<file path="src/rtl/display_bcd_driver.sv">
// Four-digit active-low 7-segment driver for a 32-bit value. An iterative double-dabble
// engine does the binary-to-BCD conversion, and the display blinks while the processor waits for input.
module display_bcd_driver #(
    parameter int DIGITS    = 4,
    parameter int BLINK_DIV = 25000000,
    parameter bit BLANK_LZ  = 1'b1
) (
    input  logic        Clock,
    input  logic        Reset,
    input  logic [31:0] Value,
    input  logic        Waiting,
    output logic [6:0]  HEX0,
    output logic [6:0]  HEX1,
    output logic [6:0]  HEX2,
    output logic [6:0]  HEX3,
    output logic        Overflow,
    output logic        Busy
);

    localparam int DW   = DIGITS * 4;
    localparam int BCDW = 40;
    localparam int BW   = (BLINK_DIV > 1) ? $clog2(BLINK_DIV) : 1;
    localparam logic [BW-1:0] BLINK_LAST = BW'(BLINK_DIV - 1);
    localparam logic [6:0] SEG_BLANK = 7'b1111111;
    localparam logic [6:0] SEG_DASH  = 7'b0111111;

    typedef enum logic [1:0] {
        IDLE  = 2'd0,
        LOAD  = 2'd1,
        SHIFT = 2'd2,
        DONE  = 2'd3
    } state_t;

    state_t                   state_r;
    state_t                   state_nx_s;
    logic [31:0]              cap_r;
    logic [31:0]              shift_r;
    logic [BCDW-1:0]          bcd_r;
    logic [4:0]               cnt_r;
    logic [DW-1:0]            disp_r;
    logic [DW-1:0]            disp_nx_s;
    logic                     ovf_r;
    logic                     ovf_nx_s;
    logic                     busy_r;
    logic [BW-1:0]            blink_cnt_r;
    logic [BW-1:0]            blink_cnt_nx_s;
    logic                     phase_r;
    logic                     phase_nx_s;
    logic [DIGITS-1:0][6:0]   hex_r;
    logic [DIGITS-1:0][6:0]   hex_nx_s;
    logic [BCDW-1:0]          bcd_adj_s;
    logic [BCDW-1:0]          bcd_sh_s;
    logic [31:0]              shift_sh_s;

    function automatic logic [6:0] seg7(input logic [3:0] d);
        logic [6:0] s;
        case (d)
            4'd0:    s = 7'b1000000;
            4'd1:    s = 7'b1111001;
            4'd2:    s = 7'b0100100;
            4'd3:    s = 7'b0110000;
            4'd4:    s = 7'b0011001;
            4'd5:    s = 7'b0010010;
            4'd6:    s = 7'b0000010;
            4'd7:    s = 7'b1111000;
            4'd8:    s = 7'b0000000;
            4'd9:    s = 7'b0010000;
            default: s = SEG_BLANK;
        endcase
        return s;
    endfunction

    function automatic logic [BCDW-1:0] add3_all(input logic [BCDW-1:0] b);
        logic [BCDW-1:0] r;
        r = b;
        for (int i = 0; i < BCDW / 4; i++) begin
            if (b[4*i +: 4] >= 4'd5) begin
                r[4*i +: 4] = b[4*i +: 4] + 4'd3;
            end else begin
                r[4*i +: 4] = b[4*i +: 4];
            end
        end
        return r;
    endfunction

    // Blank phase wins over overflow dashes, which win over digits.
    function automatic logic [DIGITS-1:0][6:0] render(input logic [DW-1:0] digits,
                                                      input logic ovf, input logic blank);
        logic [DIGITS-1:0][6:0] h;
        logic                   lead;
        h    = {DIGITS{SEG_BLANK}};
        lead = 1'b1;
        for (int k = DIGITS - 1; k >= 0; k--) begin
            if (blank) begin
                h[k] = SEG_BLANK;
            end else if (ovf) begin
                h[k] = SEG_DASH;
            end else if (BLANK_LZ && lead && (k != 0) && (digits[4*k +: 4] == 4'd0)) begin
                h[k] = SEG_BLANK;
            end else begin
                h[k] = seg7(digits[4*k +: 4]);
                lead = 1'b0;
            end
        end
        return h;
    endfunction

    assign bcd_adj_s  = add3_all(bcd_r);
    assign bcd_sh_s   = {bcd_adj_s[BCDW-2:0], shift_r[31]};
    assign shift_sh_s = {shift_r[30:0], 1'b0};

    // Next state; the result is committed on the final shift edge, as the FSM enters DONE.
    always_comb begin
        state_nx_s = state_r;
        disp_nx_s  = disp_r;
        ovf_nx_s   = ovf_r;
        case (state_r)
            IDLE: begin
                if (Value != cap_r) begin
                    state_nx_s = LOAD;
                end else begin
                    state_nx_s = IDLE;
                end
            end
            LOAD: state_nx_s = SHIFT;
            SHIFT: begin
                if (cnt_r == 5'd31) begin
                    state_nx_s = DONE;
                    disp_nx_s  = bcd_sh_s[DW-1:0];
                    ovf_nx_s   = |bcd_sh_s[BCDW-1:DW];
                end else begin
                    state_nx_s = SHIFT;
                end
            end
            DONE:    state_nx_s = IDLE;
            default: state_nx_s = IDLE;
        endcase
    end

    // Blink counter and phase; leaving the wait state forces the visible phase.
    always_comb begin
        blink_cnt_nx_s = blink_cnt_r;
        phase_nx_s     = phase_r;
        if (Waiting) begin
            if (blink_cnt_r == BLINK_LAST) begin
                blink_cnt_nx_s = {BW{1'b0}};
                phase_nx_s     = ~phase_r;
            end else begin
                blink_cnt_nx_s = blink_cnt_r + {{(BW-1){1'b0}}, 1'b1};
                phase_nx_s     = phase_r;
            end
        end else begin
            blink_cnt_nx_s = {BW{1'b0}};
            phase_nx_s     = 1'b0;
        end
        hex_nx_s = render(disp_nx_s, ovf_nx_s, phase_nx_s);
    end

    // FSM state, conversion datapath, committed result and registered outputs.
    always_ff @(posedge Clock) begin
        if (Reset) begin
            state_r     <= IDLE;
            cap_r       <= 32'd0;
            shift_r     <= 32'd0;
            bcd_r       <= {BCDW{1'b0}};
            cnt_r       <= 5'd0;
            disp_r      <= {DW{1'b0}};
            ovf_r       <= 1'b0;
            busy_r      <= 1'b0;
            blink_cnt_r <= {BW{1'b0}};
            phase_r     <= 1'b0;
            hex_r       <= render({DW{1'b0}}, 1'b0, 1'b0);
        end else begin
            state_r <= state_nx_s;
            case (state_r)
                LOAD: begin
                    cap_r   <= Value;
                    shift_r <= Value;
                    bcd_r   <= {BCDW{1'b0}};
                    cnt_r   <= 5'd0;
                end
                SHIFT: begin
                    bcd_r   <= bcd_sh_s;
                    shift_r <= shift_sh_s;
                    cnt_r   <= cnt_r + 5'd1;
                end
                default: begin
                    cnt_r <= cnt_r;
                end
            endcase
            disp_r      <= disp_nx_s;
            ovf_r       <= ovf_nx_s;
            busy_r      <= (state_nx_s == LOAD) || (state_nx_s == SHIFT);
            blink_cnt_r <= blink_cnt_nx_s;
            phase_r     <= phase_nx_s;
            hex_r       <= hex_nx_s;
        end
    end

    assign HEX0     = hex_r[0];
    assign HEX1     = hex_r[1];
    assign HEX2     = hex_r[2];
    assign HEX3     = hex_r[3];
    assign Overflow = ovf_r;
    assign Busy     = busy_r;

endmodule
</file>
<file path="config.mk">
export PLATFORM = sky130hd
export DESIGN_NAME = display_bcd_driver
export DESIGN_NICKNAME = d
export VERILOG_FILES = /design/src/rtl/display_bcd_driver.sv
export SDC_FILE = /design/constraint.sdc
export NUM_CORES = 1
export LEC_CHECK = 0
export CELL_PAD_IN_SITES_DETAIL_PLACEMENT = 1
export CELL_PAD_IN_SITES_GLOBAL_PLACEMENT = 1
export CORE_MARGIN = 2
export CORE_UTILIZATION = 40
export DETAILED_ROUTE_END_ITERATION = 16
export PLACE_DENSITY = 0.82
export SLEW_MARGIN = 20
export SYNTH_ARGS = -nofsm -noshare
export SYNTH_HDL_FRONTEND = slang
export SYNTH_SLANG_ARGS = --single-unit
</file>
<file path="constraint.sdc">
create_clock -name Clock -period 7.4 [get_ports Clock]
set_clock_uncertainty 0.1 [all_clocks]
set_input_delay 0.74 -clock Clock [delete_from_list [all_inputs] [get_ports Clock]]
set_output_delay 0.74 -clock Clock [all_outputs]
set_load 0.02 [all_outputs]
</file>
==> out/metrics.csv, run 1 <==
metric,value,unit
status,"complete, no violations",
finalMaxSlewViolations,0,
cap_violations,0,
gp_congestion,0.778,
core,0.0224,mm2
track_usage,0.187,
vias,7455,
tightest_slew,1.05,ns
grt_pass1_vias,7504,
portBuffers,64,
num_rows,55,
hpwl,14.8,mm
critPathKind,flop to flop,
worstPathCellList,inv_1 -> ha_2 -> buf_4 -> and2_1 -> mux2i_1 -> ha_1 -> nand4_1 -> or3_1 -> o21ai_2 -> or3b_1,
grt_pass1_wl,36.9,mm
area.growth.synth_to_final,15.9,%
worstSkewPairLatency,0.45,ns
reg2reg_depth,10,
ios,65,
die_height,155,um
startpoint,state_r[0],
hold_path.class,flop to flop,
postRouteAntennaNets,0,
cp_num_buf_inv,2,
drtIter0Drc,360,
dp.cells,1325,
start_kind,flop,
p_total,2.45,mW
cts_root_buffer,clkbuf_16,
via_per_inst,5.49,
cpPeakStageDelay,0.63,ns
synth_edf_count,0,
worst_ir_drop_vdd,0.172,mV
async_flop_share,0,
wire_per_inst,16.2,um
start_util,0.404,
holdPathStages,1,
drc,0,
hold_violations,0,
relSlewSlack,0.300,
r2r_slack,3.66,ns
cts_resized,0,
p_leak,3.92,nW
p_per_area,233,mW/mm2
setup_tns,0,ns
fin_crit,3.74,ns
cts_buffer_depth,2,
fin_cells,1357,
crit_required,7.68,ns
drive_gt1_frac,0.0606,
synthCells,1025,
cts.sinks,183,
cp_slowest_cell,and2_1,
synth.net_count,1107,
cpLargestDelayFamily,simple AND/OR/NAND/NOR gates,
critPathCaptureType,flop,
arrival,4.02,ns
setup_viol,0,
r2r_start,state_r[0],
finalCritPeriodShare,0.505,
antenna_found_initial,0,
antennaDiodeCount,0,
post-cts-setup-buffers,0,
die_x,155,um
grt_overflow,0,
seq_area_frac_synth,0.404,
grt_max_degree,79,
yosysUniqueCellTypes,65,
fillers,2601,
fmax,0.267,GHz
synth.avg_cell_area,8.85,um2
nets,1141,
path_max_fanout,39,
drtPass1Iterations,4,
ys_warn_count,0,
cts_made_buffers,17,
dieArea,0.0239,mm2
cts_tree,built,
cp.depth,10,
clkTransAtPathRegs,0.07,ns
htree_levels,4,
rsz0062_at_grt,no,
wirelength,22.0,mm
hp-start,blink_cnt_r[0],
ys_seq_elements,183,
synth_flop_cell,dfxtp_1,
ctsHoldBuffers,0,
netlist_area,0.00907,mm2
cell usage after synthesis (3+ instances only):
master     instances  area (um2)
a2111oi_0          3        26.3
a211oi_1          34         255
a21o_1             9        67.6
a21oi_1           40         200
a22oi_1           25         188
a31oi_1            9        56.3
a32oi_1            9        78.8
and3_1             7        43.8
buf_1             12        45.0
buf_2              7        35.0
clkbuf_1          32         120
dfxtp_1          183        3660
ha_1              47         588
inv_1             39         146
mux2_2             3        33.8
mux2i_1           77         771
nand2_1           63         236
nand2b_1          15        93.8
nand3_1           29         145
nand4_1           17         106
nor2_1           165         619
nor2b_1            5        31.3
nor3_1            14        70.1
nor3b_1            5        37.5
nor4_1             6        37.5
o211ai_1           8        60.1
o21ai_0           29         145
o31ai_1           10        75.1
or3_1              8        50.1
or3b_1             4        35.0
or3b_2             5        43.8
xnor2_1           36         315
xor2_1            31         272
path summary, 6_finish.rpt:
check | endpoint
hold reg to reg | blink_cnt_r[0]
setup reg to reg | HEX1[5]
hold / removal | blink_cnt_r[0]
setup / recovery | HEX1[5]
power breakdown:
group / internal [mW] / switching [mW]
registers: 1.06 / 0.0447
logic: 0.150 / 0.234
clock network: 0.524 / 0.436
registers in the layout (all words and copies together), names as in the netlist:
signal	cells
phase_r	1
state_r	2
shift_r	32
cap_r	32
Busy	1
HEX0	7
cnt_r	5
HEX1	7
blink_cnt_r	25
HEX3	7
HEX2	7
Overflow	1
bcd_r	40
disp_r	16
area by class of cell:
type                       instances  area [um2]  share of cell area
multi-input combinational        747        5040               0.480
sequential                       183        3660               0.349
timing repair buffer              69         676              0.0643
clock buffer                      18         439              0.0418
tap                              285         357              0.0339
clock inverter                    14         181              0.0173
inverter                          41         154              0.0146
cells in the final DEF (no fill, tap or decap), types with 34 or more instances in the layout:
cell / n
a211oi_1: 34
a21oi_1: 40
clkdlybuf4s50_1: 63
dfxtp_1: 183
ha_1: 44
inv_1: 39
mux2i_1: 77
nand2_1: 62
nor2_1: 164
xnor2_1: 36
cell families (layout without fill, tap and decap cells):
group                    after synthesis  after routing  share of synthesized area
buffers and inverters                 95            142                     0.0419
flip-flops                           183            183                      0.404
AO/OA/AOI/OAI                        200            200                      0.155
multiplexers                          80             80                     0.0887
adder cells (fa/ha/maj)               47             47                     0.0648
AND/OR/NAND/NOR                      353            353                      0.181
XOR/XNOR                              67             67                     0.0647
through the flow:
step            util  setup slack [ns]  hold slack [ns]  cell area, um2
2_1_floorplan      -              4.61            0.330            9070
3_3_place_gp   0.441              3.83            0.346            9890
3_5_place_dp   0.441              3.70            0.358            9890
4_1_cts        0.468              3.67            0.374           10500
5_1_grt        0.468              3.39            0.392           10500
6_report       0.468              3.66            0.368           10500
metal layers:
layer | vias up | wire, um | GRT usage
li1 | 3664 | - | -
met2 | 68 | 11100 | 0.341
met5 | - | 0 | 0
met4 | 0 | 342 | 0.0538
met1 | 3698 | 10100 | 0.230
met3 | 25 | 462 | 0.0258
worst register-to-register path, stage by stage (launching register included):
cell	delay, ns
dfxtp_1	0.32
inv_1	0.08
ha_2	0.20
buf_4	0.50
and2_1	0.64
mux2i_1	0.58
ha_1	0.34
nand4_1	0.21
or3_1	0.49
o21ai_2	0.12
or3b_1	0.13
(Power assumes the default switching activity.)
==> run 2: changes to the inputs <==
==> constraint.sdc (replaced) <==
create_clock -name Clock -period 3.75 [get_ports Clock]
set_clock_uncertainty 0.1 [all_clocks]
set_input_delay 0.375 -clock Clock [delete_from_list [all_inputs] [get_ports Clock]]
set_output_delay 0.375 -clock Clock [all_outputs]
set_load 0.02 [all_outputs]
==> out/metrics.csv, run 2 (same netlist as run 1, synthesis figures left out) <==
metric,value,unit
critPathCaptureType,flop,
holdPathEnd,disp_r[6],
finalCritPeriodShare,0.881,
wirelength,22.3,mm
dieArea,0.0239,mm2
r2r-end,HEX1[0],
cts_root_buffer,clkbuf_16,
holdPathStages,2,
die_x,155,um
m1WireLength,10.1,mm
cts.sinks,183,
clkTransAtPathRegs,0.07,ns
cts_made_buffers,17,
status,"complete, no violations",
ios,65,
tightest_slew,1.10,ns
fmax,0.303,GHz
die_height,155,um
rsz0062_at_grt,no,
top_regs,"bcd_r (40), cap_r (32), shift_r (32)",
grt_pass1_wl,37.7,mm
critPathKind,flop to flop,
p_per_area,460,mW/mm2
layout_commonest_cell,dfxtp_1,
nets,1148,
hp-start,Reset,
path_max_fanout,10,
placed_area,0.00995,mm2
core,0.0224,mm2
vias,7471,
portBuffers,64,
relSlewSlack,0.266,
crit_top_cell,ha_1,
r2r_slack,0.45,ns
p_leak,3.95,nW
via_per_inst,5.48,
cp_num_buf_inv,0,
cp_slowest_cell,mux2i_1,
wl_met3,493,um
grt_overflow,0,
cts_buffer_depth,2,
dr.max_layer_used,met4,
postRouteAntennaNets,0,
fin_worst_hold_slack,0.299,ns
fin_crit,3.30,ns
cpPeakStageDelay,0.56,ns
post-cts-setup-buffers,0,
cts_resized,0,
cap_violations,0,
hold_path.class,input pin to flop,
grt_max_degree,93,
drtIter0Drc,352,
gp_congestion,0.836,
regMostFlops,bcd_r,
setup_viol,0,
drtPass1Iterations,4,
ctsHoldBuffers,0,
arrival,3.59,ns
route.met2.wl,11.3,mm
finalInstanceArea,0.0106,mm2
antenna_found_initial,0,
wire_per_inst,16.4,um
grt_pass1_vias,7829,
reg2reg_depth,10,
start_kind,flop,
area.growth.synth_to_final,16.6,%
hpwl,15.0,mm
mostFrequentLayoutCells,"dfxtp_1, nor2_1, mux2i_1, nand2_1, clkdlybuf4s50_1",
largest_register_ffs,40,
worstPathCellList,ha_1 -> and3_1 -> ha_1 -> and2_1 -> mux2i_1 -> ha_1 -> nand4_1 -> or3_1 -> o21ai_2 -> or3b_1,
finalMaxSlewViolations,0,
worst_ir_drop_vdd,0.325,mV
setup_tns,0,ns
drive_gt1_frac,0.0658,
drc,0,
num_rows,55,
r2r_start,cnt_r[0],
antennaDiodeCount,0,
start_util,0.404,
cpLargestDelayFamily,simple AND/OR/NAND/NOR gates,
track_usage,0.192,
worstSkewPairLatency,0.44,ns
crit_required,4.04,ns
cts_tree,built,
hold_violations,0,
htree_levels,4,
==> run 2: cell count changes in the layout (fill, tap and decap cells not counted) <==
| cell | change |
|---|---|
| nand2_1 | +1 |
| clkinv_8 | +1 |
| inv_6 | +3 |
| clkinv_4 | -2 |
| clkbuf_8 | -1 |
| nand2_2 | -1 |
| buf_4 | +6 |
| clkinvlp_4 | -1 |
| buf_12 | +1 |
==> run 2: how the worst max path moves through the flow <==
| stage | from | endpoint | slack (ns) | cells after the start |
|---|---|---|---|---|
| 2_1_floorplan | cnt_r[0] | HEX0[0] | 0.96 | 13 |
| 3_3_place_gp | cnt_r[0] | HEX1[1] | 0.65 | 10 |
| 3_5_place_dp | cnt_r[0] | HEX1[5] | 0.50 | 10 |
| 4_1_cts | cnt_r[0] | HEX1[0] | 0.44 | 10 |
| 5_1_grt | cnt_r[0] | HEX1[2] | 0.18 | 10 |
| 6_report | cnt_r[0] | HEX1[0] | 0.45 | 10 |
==> run 2: routing by layer <==
layer,global-route usage,vias to the layer above
met1,0.226,3666
met5,0,-
met3,0.0305,38
li1,-,3677
met2,0.350,90
met4,0.0692,0
==> run 2: power breakdown <==
group          switching, mW  internal, mW  total [mW]
registers             0.0865          2.09        2.18
clock network          0.875          1.03        1.90
logic                  0.474         0.309       0.783
==> run 2: worst register-to-register path, cell delays in order, from the launching register on <==
cell and delay (ns):
dfxtp_1 0.37, ha_1 0.19, and3_1 0.17, ha_1 0.16, and2_1 0.51, mux2i_1 0.56
ha_1 0.29, nand4_1 0.19, or3_1 0.48, o21ai_2 0.11, or3b_1 0.13
==> run 2: layout make-up <==
cell class,instances,area (um2)
clock buffers,17,425
clock inverters,15,199
fillers,2636,11900
inverters,41,154
multi-input cells,747,5040
flip-flops and latches,183,3660
well taps,285,357
repair buffers,76,741
==> run 2: stage by stage <==
step                      power [mW]  utilization  worst slack, ns  cells
after floorplan                 2.76            -            0.960   1025
after global placement          2.97        0.444            0.646   1332
after detailed placement        3.00        0.444            0.501   1332
after CTS                       4.92        0.471            0.436   1364
after global routing            5.08        0.471            0.185   1364
final                           4.86        0.471            0.446   1364
==> run 3: changes to the inputs <==
--- a/config.mk
+++ b/config.mk
@@ -7,10 +7,12 @@
 export LEC_CHECK = 0
 export CELL_PAD_IN_SITES_DETAIL_PLACEMENT = 1
 export CELL_PAD_IN_SITES_GLOBAL_PLACEMENT = 1
+export CORE_ASPECT_RATIO = 0.75
 export CORE_MARGIN = 2
 export CORE_UTILIZATION = 40
 export DETAILED_ROUTE_END_ITERATION = 16
 export PLACE_DENSITY = 0.82
+export SETUP_SLACK_MARGIN = 0.1
 export SLEW_MARGIN = 20
 export SYNTH_ARGS = -nofsm -noshare
 export SYNTH_HDL_FRONTEND = slang
==> out/metrics.csv, run 3 (same netlist as run 1, synthesis figures left out) <==
metric,value,unit
wire_per_inst,17.1,um
hp-start,Reset,
worstSkewPairLatency,0.44,ns
rsz0062_at_grt,no,
worstPathCellList,ha_1 -> and3_1 -> ha_1 -> and2_1 -> buf_4 -> mux2i_1 -> inv_1 -> ha_1 -> nand2_1 -> o21ai_0 -> a22o_1 -> a31oi_1,
num_rows,47,
switchingPower,1.40,mW
cap_violations,0,
critPathCaptureType,flop,
fillers,2549,
drc,0,
postRouteAntennaNets,0,
cts_made_buffers,17,
relSlewSlack,0.317,
finalMaxSlewViolations,0,
finalCritPeriodShare,0.879,
hold_path.class,input pin to flop,
fin_crit,3.30,ns
p_leak,3.95,nW
largest_register_ffs,40,
grt_overflow,0,
drtPass1Iterations,6,
p_clk_frac,0.399,
setup_viol,0,
antenna_found_initial,2,
worst_ir_drop_vdd,0.296,mV
fmax,0.303,GHz
grt_max_degree,85,
swShare,0.285,
layout_commonest_cell,dfxtp_1,
reg2reg_depth,12,
start_util,0.409,
via_per_inst,5.43,
grt_pass1_wl,39.7,mm
p_per_area,465,mW/mm2
setup_tns,0,ns
arrival,3.57,ns
htree_levels,4,
critPathKind,flop to flop,
p_comb_frac,0.159,
start_kind,flop,
dieArea,0.0239,mm2
top_regs,"bcd_r (40), cap_r (32), shift_r (32)",
vias,7465,
holdPathStages,2,
post-cts-setup-buffers,0,
cts_root_buffer,clkbuf_16,
tightest_slew,1.02,ns
die_height,134,um
path_max_fanout,8,
die_x,178,um
cts_tree,built,
r2r-end,HEX0[4],
p_total,4.92,mW
wirelength,23.4,mm
cp_num_buf_inv,2,
track_usage,0.206,
hpwl,16.0,mm
regMostFlops,bcd_r,
ios,65,
drtIter0Drc,383,
cts_buffer_depth,2,
hold_violations,0,
clkTransAtPathRegs,0.07,ns
internal_power,3.52,mW
cpPeakStageDelay,0.63,ns
cpLargestDelayFamily,simple AND/OR/NAND/NOR gates,
nets,1148,
area.growth.synth_to_final,16.8,%
gp_congestion,0.793,
cp_slowest_cell,mux2i_1,
p_seq_frac,0.442,
portBuffers,64,
crit_top_cell,ha_1,
r2r_slack,0.45,ns
grt_pass1_vias,7725,
holdPathEnd,bcd_r[5],
cts.sinks,183,
drive_gt1_frac,0.0667,
core,0.0222,mm2
status,"complete, no violations",
crit_required,4.02,ns
mostFrequentLayoutCells,"dfxtp_1, nor2_1, mux2i_1, nand2_1, clkdlybuf4s50_1",
r2r_start,cnt_r[0],
cp.depth,12,
## run 3: worst max path at each step
stage,startpoint,to,slack (ns)
5_1_grt,cnt_r[0],HEX1[1],0.14
3_3_place_gp,cnt_r[0],HEX1[1],0.66
6_report,cnt_r[0],HEX0[4],0.45
3_5_place_dp,cnt_r[0],HEX1[2],0.47
2_1_floorplan,cnt_r[0],HEX0[0],0.96
4_1_cts,cnt_r[0],HEX1[1],0.40
## run 3: cell type report
type                       instances  area, um2  share of cell area
antenna                            1       2.50            0.000236
clock buffer                      17        425              0.0401
clock inverter                    15        215              0.0203
inverter                          41        154              0.0145
multi-input combinational        747       5040               0.476
sequential                       183       3660               0.346
tap                              294        368              0.0347
timing repair buffer              76        728              0.0687
## run 3: worst register-to-register path, delay by kind of cell (launching register included)
kind	cells	cell delay [ns]
adder cells (fa/ha/maj)	3	0.61
flip-flops	1	0.38
AND/OR/NAND/NOR	3	0.63
buffers and inverters	2	0.44
multiplexers	1	0.63
AO/OA/AOI/OAI	3	0.44
## run 3: stage by stage
step / hold WS [ns] / area, um2 / util / setup slack, ns / instances
after floorplan: 0.330 / 9070 / - / 0.960 / 1025
after global placement: 0.343 / 9950 / 0.449 / 0.663 / 1341
after detailed placement: 0.350 / 9950 / 0.449 / 0.474 / 1341
after CTS: 0.319 / 10600 / 0.478 / 0.405 / 1373
after global routing: 0.345 / 10600 / 0.478 / 0.137 / 1373
final: 0.321 / 10600 / 0.478 / 0.454 / 1374
## run 3: power by group through the flow
| stage | registers [mW] | logic, mW | clock network, mW |
|---|---|---|---|
| 2_1_floorplan | 2.20 | 0.563 | 0 |
| 3_3_place_gp | 2.21 | 0.746 | 0 |
| 3_5_place_dp | 2.22 | 0.779 | 0 |
| 4_1_cts | 2.18 | 0.790 | 2.00 |
| 5_1_grt | 2.19 | 0.863 | 2.08 |
| 6_report | 2.18 | 0.782 | 1.96 |
## run 3: routing by layer
layer / global-route usage / part of all wire / vias up
met5: 0 / 0.00068 / -
met4: 0.0569 / 0.012 / 2
met3: 0.0422 / 0.043 / 25
met2: 0.336 / 0.47 / 108
met1: 0.276 / 0.48 / 3654
li1: - / - / 3676
## run 3: repair_timing
| action | CTS | global route |
|---|---|---|
| gates resized for setup | 0 | 1 |
| hold buffers | 0 | 0 |
| endpoints found under the hold margin | 0 | 0 |
| endpoints found under the setup margin | 0 | 5 |
